## config.mk

```make
export PLATFORM = sky130hd
export DESIGN_NAME = adc_readout_scheduler
export DESIGN_NICKNAME = d
export VERILOG_FILES = /design/src/rtl/adc_readout_scheduler_pkg.sv /design/src/rtl/adc_readout_scheduler_eoc.sv /design/src/rtl/adc_readout_scheduler.sv
export SDC_FILE = /design/constraint.sdc
export NUM_CORES = 1
export LEC_CHECK = 0
export ABC_AREA = 1
export CORE_AREA = 2 2 419 421
export DETAILED_ROUTE_END_ITERATION = 10
export DIE_AREA = 0 0 421 423
export PLACE_DENSITY_LB_ADDON = 0.25
export SLEW_MARGIN = 30
export SYNTH_ARGS = -nofsm -noshare
export SYNTH_HDL_FRONTEND = slang
export SYNTH_SLANG_ARGS = --single-unit
```

## constraint.sdc

```tcl
create_clock -name clk -period 19.1 [get_ports clk]
set_input_delay 2.865 -clock clk [delete_from_list [all_inputs] [get_ports clk]]
set_output_delay 2.865 -clock clk [all_outputs]
set_load 0.05 [all_outputs]
```

## src/rtl/adc_readout_scheduler_pkg.sv

```systemverilog
// Shared definitions for the ADC readout scheduler: defaults, widths, FSM encoding
// and the output beat payload.
package adc_readout_scheduler_pkg;

    localparam int unsigned NUM_CH_DEF  = 128;
    localparam int unsigned CAP_DLY_DEF = 4;
    localparam int unsigned CH_W        = $clog2(NUM_CH_DEF);
    localparam int unsigned DATA_W      = 8;
    localparam int unsigned FRAME_W     = 8;

    typedef enum logic [1:0] {
        ST_IDLE  = 2'd0,
        ST_RUN   = 2'd1,
        ST_DRAIN = 2'd2,
        ST_DONE  = 2'd3
    } state_t;

    typedef struct packed {
        logic               last;
        logic [FRAME_W-1:0] frame;
        logic [CH_W-1:0]    chan;
        logic [DATA_W-1:0]  data;
    } beat_t;

endpackage

```

## src/rtl/adc_readout_scheduler_eoc.sv

```systemverilog
// End-of-conversion detector: a low sample of adc_reset followed by CAP_DLY
// consecutive high samples; eoc is high during the CAP_DLY-th high cycle.
module adc_eoc_detect
    import adc_readout_scheduler_pkg::*;
#(
    parameter int unsigned CAP_DLY = CAP_DLY_DEF
) (
    input  logic clk,
    input  logic n_reset,
    input  logic arm,
    input  logic adc_reset,
    output logic eoc
);

    localparam int unsigned CNT_W = $clog2(CAP_DLY + 1);

    logic             low_seen;
    logic [CNT_W-1:0] high_cnt;

    assign eoc = arm & low_seen & adc_reset & (high_cnt == CNT_W'(CAP_DLY - 1));

    // Disarming forgets any partial conversion, so the first high period after enable never fires
    always_ff @(posedge clk or negedge n_reset) begin
        if (!n_reset) begin
            low_seen <= 1'b0;
            high_cnt <= '0;
        end else if (!arm) begin
            low_seen <= 1'b0;
            high_cnt <= '0;
        end else if (!adc_reset) begin
            low_seen <= 1'b1;
            high_cnt <= '0;
        end else if (eoc) begin
            low_seen <= 1'b0;
            high_cnt <= '0;
        end else if (low_seen) begin
            high_cnt <= high_cnt + 1'b1;
        end
    end

endmodule

```

## src/rtl/adc_readout_scheduler.sv

```systemverilog
// Sequences ADC conversions, captures each completed frame into a single buffer
// and streams it out one channel per handshake.
module adc_readout_scheduler
    import adc_readout_scheduler_pkg::*;
#(
    parameter int unsigned NUM_CH  = NUM_CH_DEF,
    parameter int unsigned CAP_DLY = CAP_DLY_DEF
) (
    input  logic                     clk,
    input  logic                     n_reset,
    input  logic                     start,
    input  logic                     stop,
    input  logic [FRAME_W-1:0]       num_frames,
    input  logic                     adc_reset,
    input  logic [DATA_W*NUM_CH-1:0] adc_result,
    output logic                     adc_enable,
    output logic                     out_valid,
    input  logic                     out_ready,
    output logic [DATA_W-1:0]        out_data,
    output logic [CH_W-1:0]          out_chan,
    output logic [FRAME_W-1:0]       out_frame,
    output logic                     out_last,
    output logic                     busy,
    output logic                     done,
    output logic                     overrun
);

    localparam logic [CH_W-1:0] LAST_CH = CH_W'(NUM_CH - 1);

    state_t                         state, state_n;
    beat_t                          beat, beat_n;
    logic [NUM_CH-1:0][DATA_W-1:0]  frame_buf, frame_buf_n;
    logic                           valid_n;
    logic [FRAME_W-1:0]             target, target_n;
    logic [FRAME_W-1:0]             captured, captured_n;
    logic                           enable_n, busy_n, done_n, overrun_n;
    logic                           eoc, hs, last_hs, eoc_run, buf_free, capture;
    logic [CH_W-1:0]                nxt_chan;

    adc_eoc_detect #(
        .CAP_DLY (CAP_DLY)
    ) u_eoc (
        .clk       (clk),
        .n_reset   (n_reset),
        .arm       (adc_enable),
        .adc_reset (adc_reset),
        .eoc       (eoc)
    );

    // Next-state and next-output logic
    always_comb begin
        state_n     = state;
        beat_n      = beat;
        frame_buf_n = frame_buf;
        valid_n     = out_valid;
        target_n    = target;
        captured_n  = captured;
        overrun_n   = overrun;

        hs       = out_valid & out_ready;
        last_hs  = hs & beat.last;
        eoc_run  = eoc & (state == ST_RUN);
        buf_free = ~out_valid | last_hs;
        capture  = eoc_run & buf_free;
        nxt_chan = beat.chan + 1'b1;

        if (hs) begin
            if (beat.last) begin
                valid_n     = 1'b0;
                beat_n.chan = '0;
                beat_n.last = 1'b0;
                beat_n.frame = beat.frame + 1'b1;
            end else begin
                beat_n.chan = nxt_chan;
                beat_n.data = frame_buf[nxt_chan];
                beat_n.last = (nxt_chan == LAST_CH);
            end
        end

        // A capture may reuse the buffer in the same cycle its last beat leaves
        if (capture) begin
            frame_buf_n = adc_result;
            valid_n     = 1'b1;
            beat_n.chan = '0;
            beat_n.data = adc_result[DATA_W-1:0];
            beat_n.last = (NUM_CH == 1);
            captured_n  = captured + 1'b1;
        end else if (eoc_run) begin
            overrun_n = 1'b1;
        end

        case (state)
            ST_IDLE: begin
                if (start) begin
                    state_n    = ST_RUN;
                    target_n   = num_frames;
                    captured_n = '0;
                    overrun_n  = 1'b0;
                    beat_n     = '0;
                end
            end
            ST_RUN: begin
                if (stop || (capture && (target != '0) && (captured_n == target))) begin
                    state_n = ST_DRAIN;
                end
            end
            ST_DRAIN: begin
                if (!out_valid) begin
                    state_n = ST_DONE;
                end
            end
            ST_DONE: state_n = ST_IDLE;
            default: state_n = ST_IDLE;
        endcase

        enable_n = (state == ST_RUN);
        busy_n   = (state_n == ST_RUN) || (state_n == ST_DRAIN);
        done_n   = (state_n == ST_DONE);
    end

    always_ff @(posedge clk or negedge n_reset) begin
        if (!n_reset) begin
            state <= ST_IDLE;
        end else begin
            state <= state_n;
        end
    end

    always_ff @(posedge clk or negedge n_reset) begin
        if (!n_reset) begin
            beat       <= '0;
            out_valid  <= 1'b0;
            target     <= '0;
            captured   <= '0;
            adc_enable <= 1'b0;
            busy       <= 1'b0;
            done       <= 1'b0;
            overrun    <= 1'b0;
        end else begin
            beat       <= beat_n;
            out_valid  <= valid_n;
            target     <= target_n;
            captured   <= captured_n;
            adc_enable <= enable_n;
            busy       <= busy_n;
            done       <= done_n;
            overrun    <= overrun_n;
        end
    end

    // Frame storage carries no reset; it is only read while out_valid is set
    always_ff @(posedge clk) begin
        frame_buf <= frame_buf_n;
    end

    assign out_data  = beat.data;
    assign out_chan  = beat.chan;
    assign out_frame = beat.frame;
    assign out_last  = beat.last;

endmodule
```

==> metrics.yaml, run 1 <==
io_pins: 1067
synth_top_family_by_area: "simple AND/OR/NAND/NOR gates"
crit_path_frequent_cell: "buf_4"
crit_path_end_kind: "flip-flop"
tightest_slew_ps: 1110
cts_root_buf: "clkbuf_16"
drt_wl_total_um: 189000
finalMaxSlewViolations: 0
row_count: 153
viasPerCell: 4.51
netlist_top_cells_count: "nand2_1, edfxtp_1, nand3_1, nor2_1, inv_1"
layout-drive-gt1-share_pct: 4.62
dpl.hpwl_um: 138000
synth_compound_area_share_pct: 3.78
synth_area_leaders: "edfxtp_1, nand2_1, nand3_1"
htree_levels: 4
areaGrowthSynthToFinish_pct: 37.8
dp.cells: 7229
path_delay_family: "buffers and inverters"
final_hold_viol_count: 0
synth_warnings: 0
worstSkewPairLatency_ps: 790
synthAdderAreaFrac_pct: 0.167
fin_setup_tns_ps: 0
outcome: "finished clean"
antenna_found_initial: 41
grt_pass1_wl_um: 259000
clk_pin_slew_ps: 60
ys_seq_elements: 1075
hold_path_class: "flip-flop to flip-flop"
slowest_delay_ps: 810
gp_congestion: 0.870
start_kind: "primary input"
drc: 0
fin_area_sq_um: 61900
synthMuxAreaShare_pct: 0
postPlaceCellArea_sq_um: 57900
start_util_pct: 25.9
die_x_um: 421
avgSynthCellArea_sq_um: 11.2
rsz0062_at_grt: "no"
hold_ws_ps: 511
cts_made_buffers: 130
vias: 33798
ys_seq_area_share_pct: 71.4
synth_top_area_share_pct: 68.5
synth_cell_types: 29
synth_async_sr_flop_share_pct: 4.74
die-area_sq_um: 178000
antenna_left: 0
synth_edf_count: 1024
final_util_pct: 35.7
grt_overflow_total: 0
setup_ws_ps: 12440
path_class: "primary input to flip-flop"
critPathSlowestCell: "buf_4"
track_usage_pct: 20.7
post-place-ws_ps: 11150
synth_cells: 4023
arrival_ps: 7070
syn_area_sq_um: 44900
post_cts_resized: 0
first_pass_iters: 7
p_per_area_nw_per_um2: 84.7
slew-limit-headroom_pct: 26.1
r2r_setup_slack_ps: 13960
finClkSkew_ps: 23.0
yosysMostFrequentCell: "nand2_1"
synth_xor_area_share_pct: 0.209
final_nets: 6081
setup_viol: 0
synth-main-ff-cell: "edfxtp_1"
post-cts-setup-buffers: 0
core_area_sq_um: 173000
clockBufferDepth: 3
synth-simple-area-share_pct: 19.2
p_leak_nw: 22.7
crit_path_cell_trace: "clkdlybuf4s50_1 -> nand2_8 -> inv_4 -> nand3_4 -> nor2_4 -> buf_4 -> buf_4 -> buf_12 -> buf_4 -> buf_4"
grt_max_degree: 167
grt_pass1_vias: 33795
fp.dieH_um: 423
power_mw: 5.24
wl_per_cell_um: 25.3
timing.critical_path.buf_inv: 7
fin_crit_ps: 6660
cts_sinks: 1075
critPathRequiredTime_ps: 19510
instances_no_fill: 7488
yosysTopAreaCell: "edfxtp_1"
critPathMaxFanout: 73
peakVddDrop_mv: 0.0718
drt_iter0_drc: 2843
syn_nets: 5067
maxCapViolations: 0
io_buffers: 1066
finalCritPeriodShare_pct: 34.9
postCtsHoldBufs: 0
cts_tree: "done"
fmaxAchievable_mhz: 150
## report_power, final
part,internal [mW],switching (mW),leakage (nW)
sequential,2.59,0.0101,9.89
clock,1.31,1.01,1.88
combinational,0.207,0.108,10.9
total,4.11,1.13,22.7
## area by class of cell
| type | instances | area (sq um) |
|---|---|---|
| diodes | 35 | 87.6 |
| clock buffers | 161 | 3410 |
| clock inverters | 62 | 457 |
| fillers | 17324 | 111000 |
| inverters | 333 | 1280 |
| multi-input cells | 2387 | 10600 |
| flip-flops and latches | 1075 | 32000 |
| well taps | 2325 | 2910 |
| repair buffers | 1110 | 11100 |
## flip-flops by register name, summed over array words and instances (netlist names), 2 cells and up
register	count
out_frame	8
captured	8
frame_buf	1024
u_eoc.high_cnt	3
target	8
state	2
out_data	8
out_chan	7
## logic make-up after synthesis
logic type,after synthesis
adders and majority gates,6
AOI/OAI and AO/OA,296
and+or+nand+nor,2076
xor gates and xnor gates,9
buffers and inverters,561
DFF,1075
## cells in the final DEF (no fill, tap or decap), types with 4 or more instances in the layout
cell type | Yosys | layout
buf_4 | 14 | 33
buf_12 | 0 | 5
clkdlybuf4s50_1 | 0 | 1065
edfxtp_1 | 1024 | 1024
clkinv_1 | 0 | 27
inv_6 | 0 | 8
buf_6 | 5 | 5
nand3_1 | 607 | 605
xor2_4 | 0 | 4
inv_1 | 329 | 325
a21oi_1 | 16 | 16
o21ai_1 | 8 | 8
clkinv_8 | 0 | 4
o21ai_0 | 186 | 186
clkbuf_1 | 54 | 28
a22oi_1 | 4 | 4
nand2_1 | 1051 | 1049
dfrtp_1 | 51 | 50
clkinv_2 | 0 | 14
nand4_1 | 7 | 7
nor2_1 | 404 | 404
clkbuf_16 | 0 | 131
ha_1 | 6 | 5
inv_2 | 3 | 4
o211ai_1 | 80 | 80
diode_2 | 0 | 35
## worst paths after layout
kind	cells after the start	endpoint	start
setup reg to reg	16	out_data[4]	out_chan[0]
setup / recovery	10	frame_buf[510]	adc_reset
min in group asynchronous	2	state[1]	n_reset
hold / removal	1	u_eoc.high_cnt[0]	u_eoc.high_cnt[0]
hold reg to reg	1	u_eoc.high_cnt[0]	u_eoc.high_cnt[0]
max in group asynchronous	2	out_chan[0]	n_reset
## layer usage
metal / vias up / global-route usage [%] / routed length, um
met3: 241 / 4.61 / 10600
met2: 1131 / 37.6 / 100000
met4: 24 / 6.98 / 4850
met5: - / 0 / 135
li1: 15791 / - / -
met1: 16611 / 23.8 / 73400
Power figures use the tool's default switching activity.
==> run 2, diff against run 1 <==
clock period = 5.9 ns   (was 19.1 ns; I/O delays follow)
==> metrics.yaml, run 2 (synthesis gave the netlist of run 1 again) <==
p_sw_mw: 3.84  # +240%
path_class: "flip-flop to flip-flop"
die_x_um: 421  # unchanged
track_usage_pct: 21.5  # +0.78 points
vias: 34293  # +1.5%
p_leak_nw: 23.0  # +1.1%
regArea_sq_um: 32000  # unchanged
rsz0062_at_grt: "no"
largest_reg_flops: 1024  # unchanged
fin_setup_tns_ps: 0  # unchanged
final_cell_mix: "clkdlybuf4s50_1, nand2_1, edfxtp_1"
top_register: "frame_buf"
multi_input_area_sq_um: 10600  # unchanged
crit_path_end_kind: "flip-flop"
crit_path_cell_trace: "inv_16 -> ha_4 -> inv_8 -> buf_16 -> buf_12 -> buf_12 -> nor2_1 -> o21ai_0 -> nand3_1 -> nand3_1 -> nand3_1 -> nand3_1 -> nand2_1 -> nand2_1 -> nand3_1 -> nand2_1 -> inv_1"
io_pins: 1067  # unchanged
wl_per_cell_um: 26.3  # +3.8%
power.internal_mw: 13.7  # +230%
reg2reg_depth: 17  # +1
setup_viol: 0  # unchanged
final_hold_viol_count: 0  # unchanged
swShare_pct: 21.9  # +0.27 points
rr_endpoint: "out_data[0]"
slew-limit-headroom_pct: 24.0  # -2.1 points
post-cts-setup-buffers: 0  # unchanged
start_kind: "flip-flop"
final_common_cell: "clkdlybuf4s50_1"
slowest_delay_ps: 810  # about the same
htree_levels: 4  # unchanged
seqPwrFrac_pct: 47.9  # -1.8 points
arrival_ps: 5810  # -1260 ps
critPathSlowestCell: "ha_4"
core_area_sq_um: 173000  # unchanged
clk_pin_slew_ps: 60  # about the same
r2r-start: "out_chan[0]"
antenna_left: 0  # unchanged
fin_crit_ps: 5080
finalMaxSlewViolations: 0  # unchanged
clock_power_share_pct: 46.3  # +2.0 points
outcome: "finished clean"
postCtsHoldBufs: 0  # unchanged
gp_congestion: 0.877  # +0.82%
start_util_pct: 25.9  # unchanged
cts_root_buf: "clkbuf_16"
clockBufferDepth: 3  # unchanged
post_cts_resized: 0  # unchanged
die-area_sq_um: 178000  # unchanged
finalCritPeriodShare_pct: 86.0
cts_sinks: 1075  # unchanged
hold_path_class: "primary input to async pin"
drc: 0  # unchanged
first_pass_iters: 6  # -1
p_per_area_nw_per_um2: 282  # +230%
peakVddDrop_mv: 0.246  # +240%
maxCapViolations: 0  # unchanged
power_mw: 17.6  # +240%
antenna_found_initial: 59  # +44%
critPathMaxFanout: 114  # +56%
areaGrowthSynthToFinish_pct: 39.1
fmaxAchievable_mhz: 197
grt_overflow_total: 0  # unchanged
drt_iter0_drc: 3453  # +21%
fill_cells: 17223  # -0.58%
critPathRequiredTime_ps: 6630  # -12880 ps
cts_tree: "done"
final_nets: 6091  # +0.16%
layout-drive-gt1-share_pct: 5.17  # +0.54 points
grt_pass1_wl_um: 267000  # +3.1%
worstSkewPairLatency_ps: 810  # +20 ps
tightest_slew_ps: 1140  # +31.2 ps
finClkSkew_ps: 31.4  # +8.39 ps
cts_made_buffers: 130  # unchanged
grt_pass1_vias: 34178  # +1.1%
fp.dieH_um: 423  # unchanged
dpl.hpwl_um: 145000  # +5.0%
io_buffers: 1066  # unchanged
power_frac_comb_pct: 5.7  # -0.3 points
crit_path_frequent_cell: "nand3_1"
viasPerCell: 4.56  # +1.1%
grt_max_degree: 160  # -4.2%
drt_wl_total_um: 197000  # +4.1%
row_count: 153  # unchanged
r2r_setup_slack_ps: 820  # -13140 ps
-- run 2: area by class of cell --
type / instances / share of cell area, %
tap: 2325 / 4.66
antenna: 40 / 0.160
multi-input combinational: 2387 / 17.0
inverter: 333 / 2.05
clock inverter: 83 / 1.45
clock buffer: 151 / 5.34
sequential: 1075 / 51.3
timing repair buffer: 1120 / 18.0
-- run 2: how the worst max path moves through the flow --
stage	end	cells past startpoint	slack (ps)	startpoint
3_5_place_dp	out_data[1]	15	760	out_chan[0]
6_report	out_data[0]	17	820	out_chan[0]
3_3_place_gp	out_data[1]	15	740	out_chan[0]
5_1_grt	out_data[1]	16	640	out_chan[0]
2_1_floorplan	busy	12	-12150	adc_reset
4_1_cts	out_data[1]	15	730	out_chan[0]
-- run 2: power groups by stage --
stage / clock (mW) / sequential, mW / combinational, mW
global route: 8.59 / 8.42 / 1.07
detailed placement: 0 / 8.58 / 1.00
global placement: 0 / 8.58 / 0.993
floorplan: 0 / 8.62 / 0.144
finish: 8.14 / 8.42 / 1.01
CTS: 8.33 / 8.42 / 1.01
-- run 2: layer usage --
| metal | up-vias | track usage (%) | wire, um |
|---|---|---|---|
| met4 | 22 | 8.39 | 5910 |
| met2 | 1415 | 38.4 | 104000 |
| met3 | 264 | 4.58 | 12100 |
| met1 | 16786 | 24.9 | 75000 |
| li1 | 15806 | - | - |
| met5 | - | 0 | 147 |
-- run 2: stage by stage --
stage	cells	area, sq um	setup WS, ps	util (%)	hold slack, ps
detailed placement	7239	58000	756	33.5	489
CTS	7473	62300	731	35.9	172
global route	7507	62400	642	36.0	248
finish	7514	62400	824	36.0	226
floorplan	4023	44900	-12150	-	457
global placement	7238	58000	741	33.5	480
-- run 2: critical path: cells and delay by family (launching register included) --
family,cells,cell delay (ps)
AOI/OAI and AO/OA,1,170
buffers and inverters,6,1430
DFF,1,740
adders and majority gates,1,810
and+or+nand+nor,9,1380
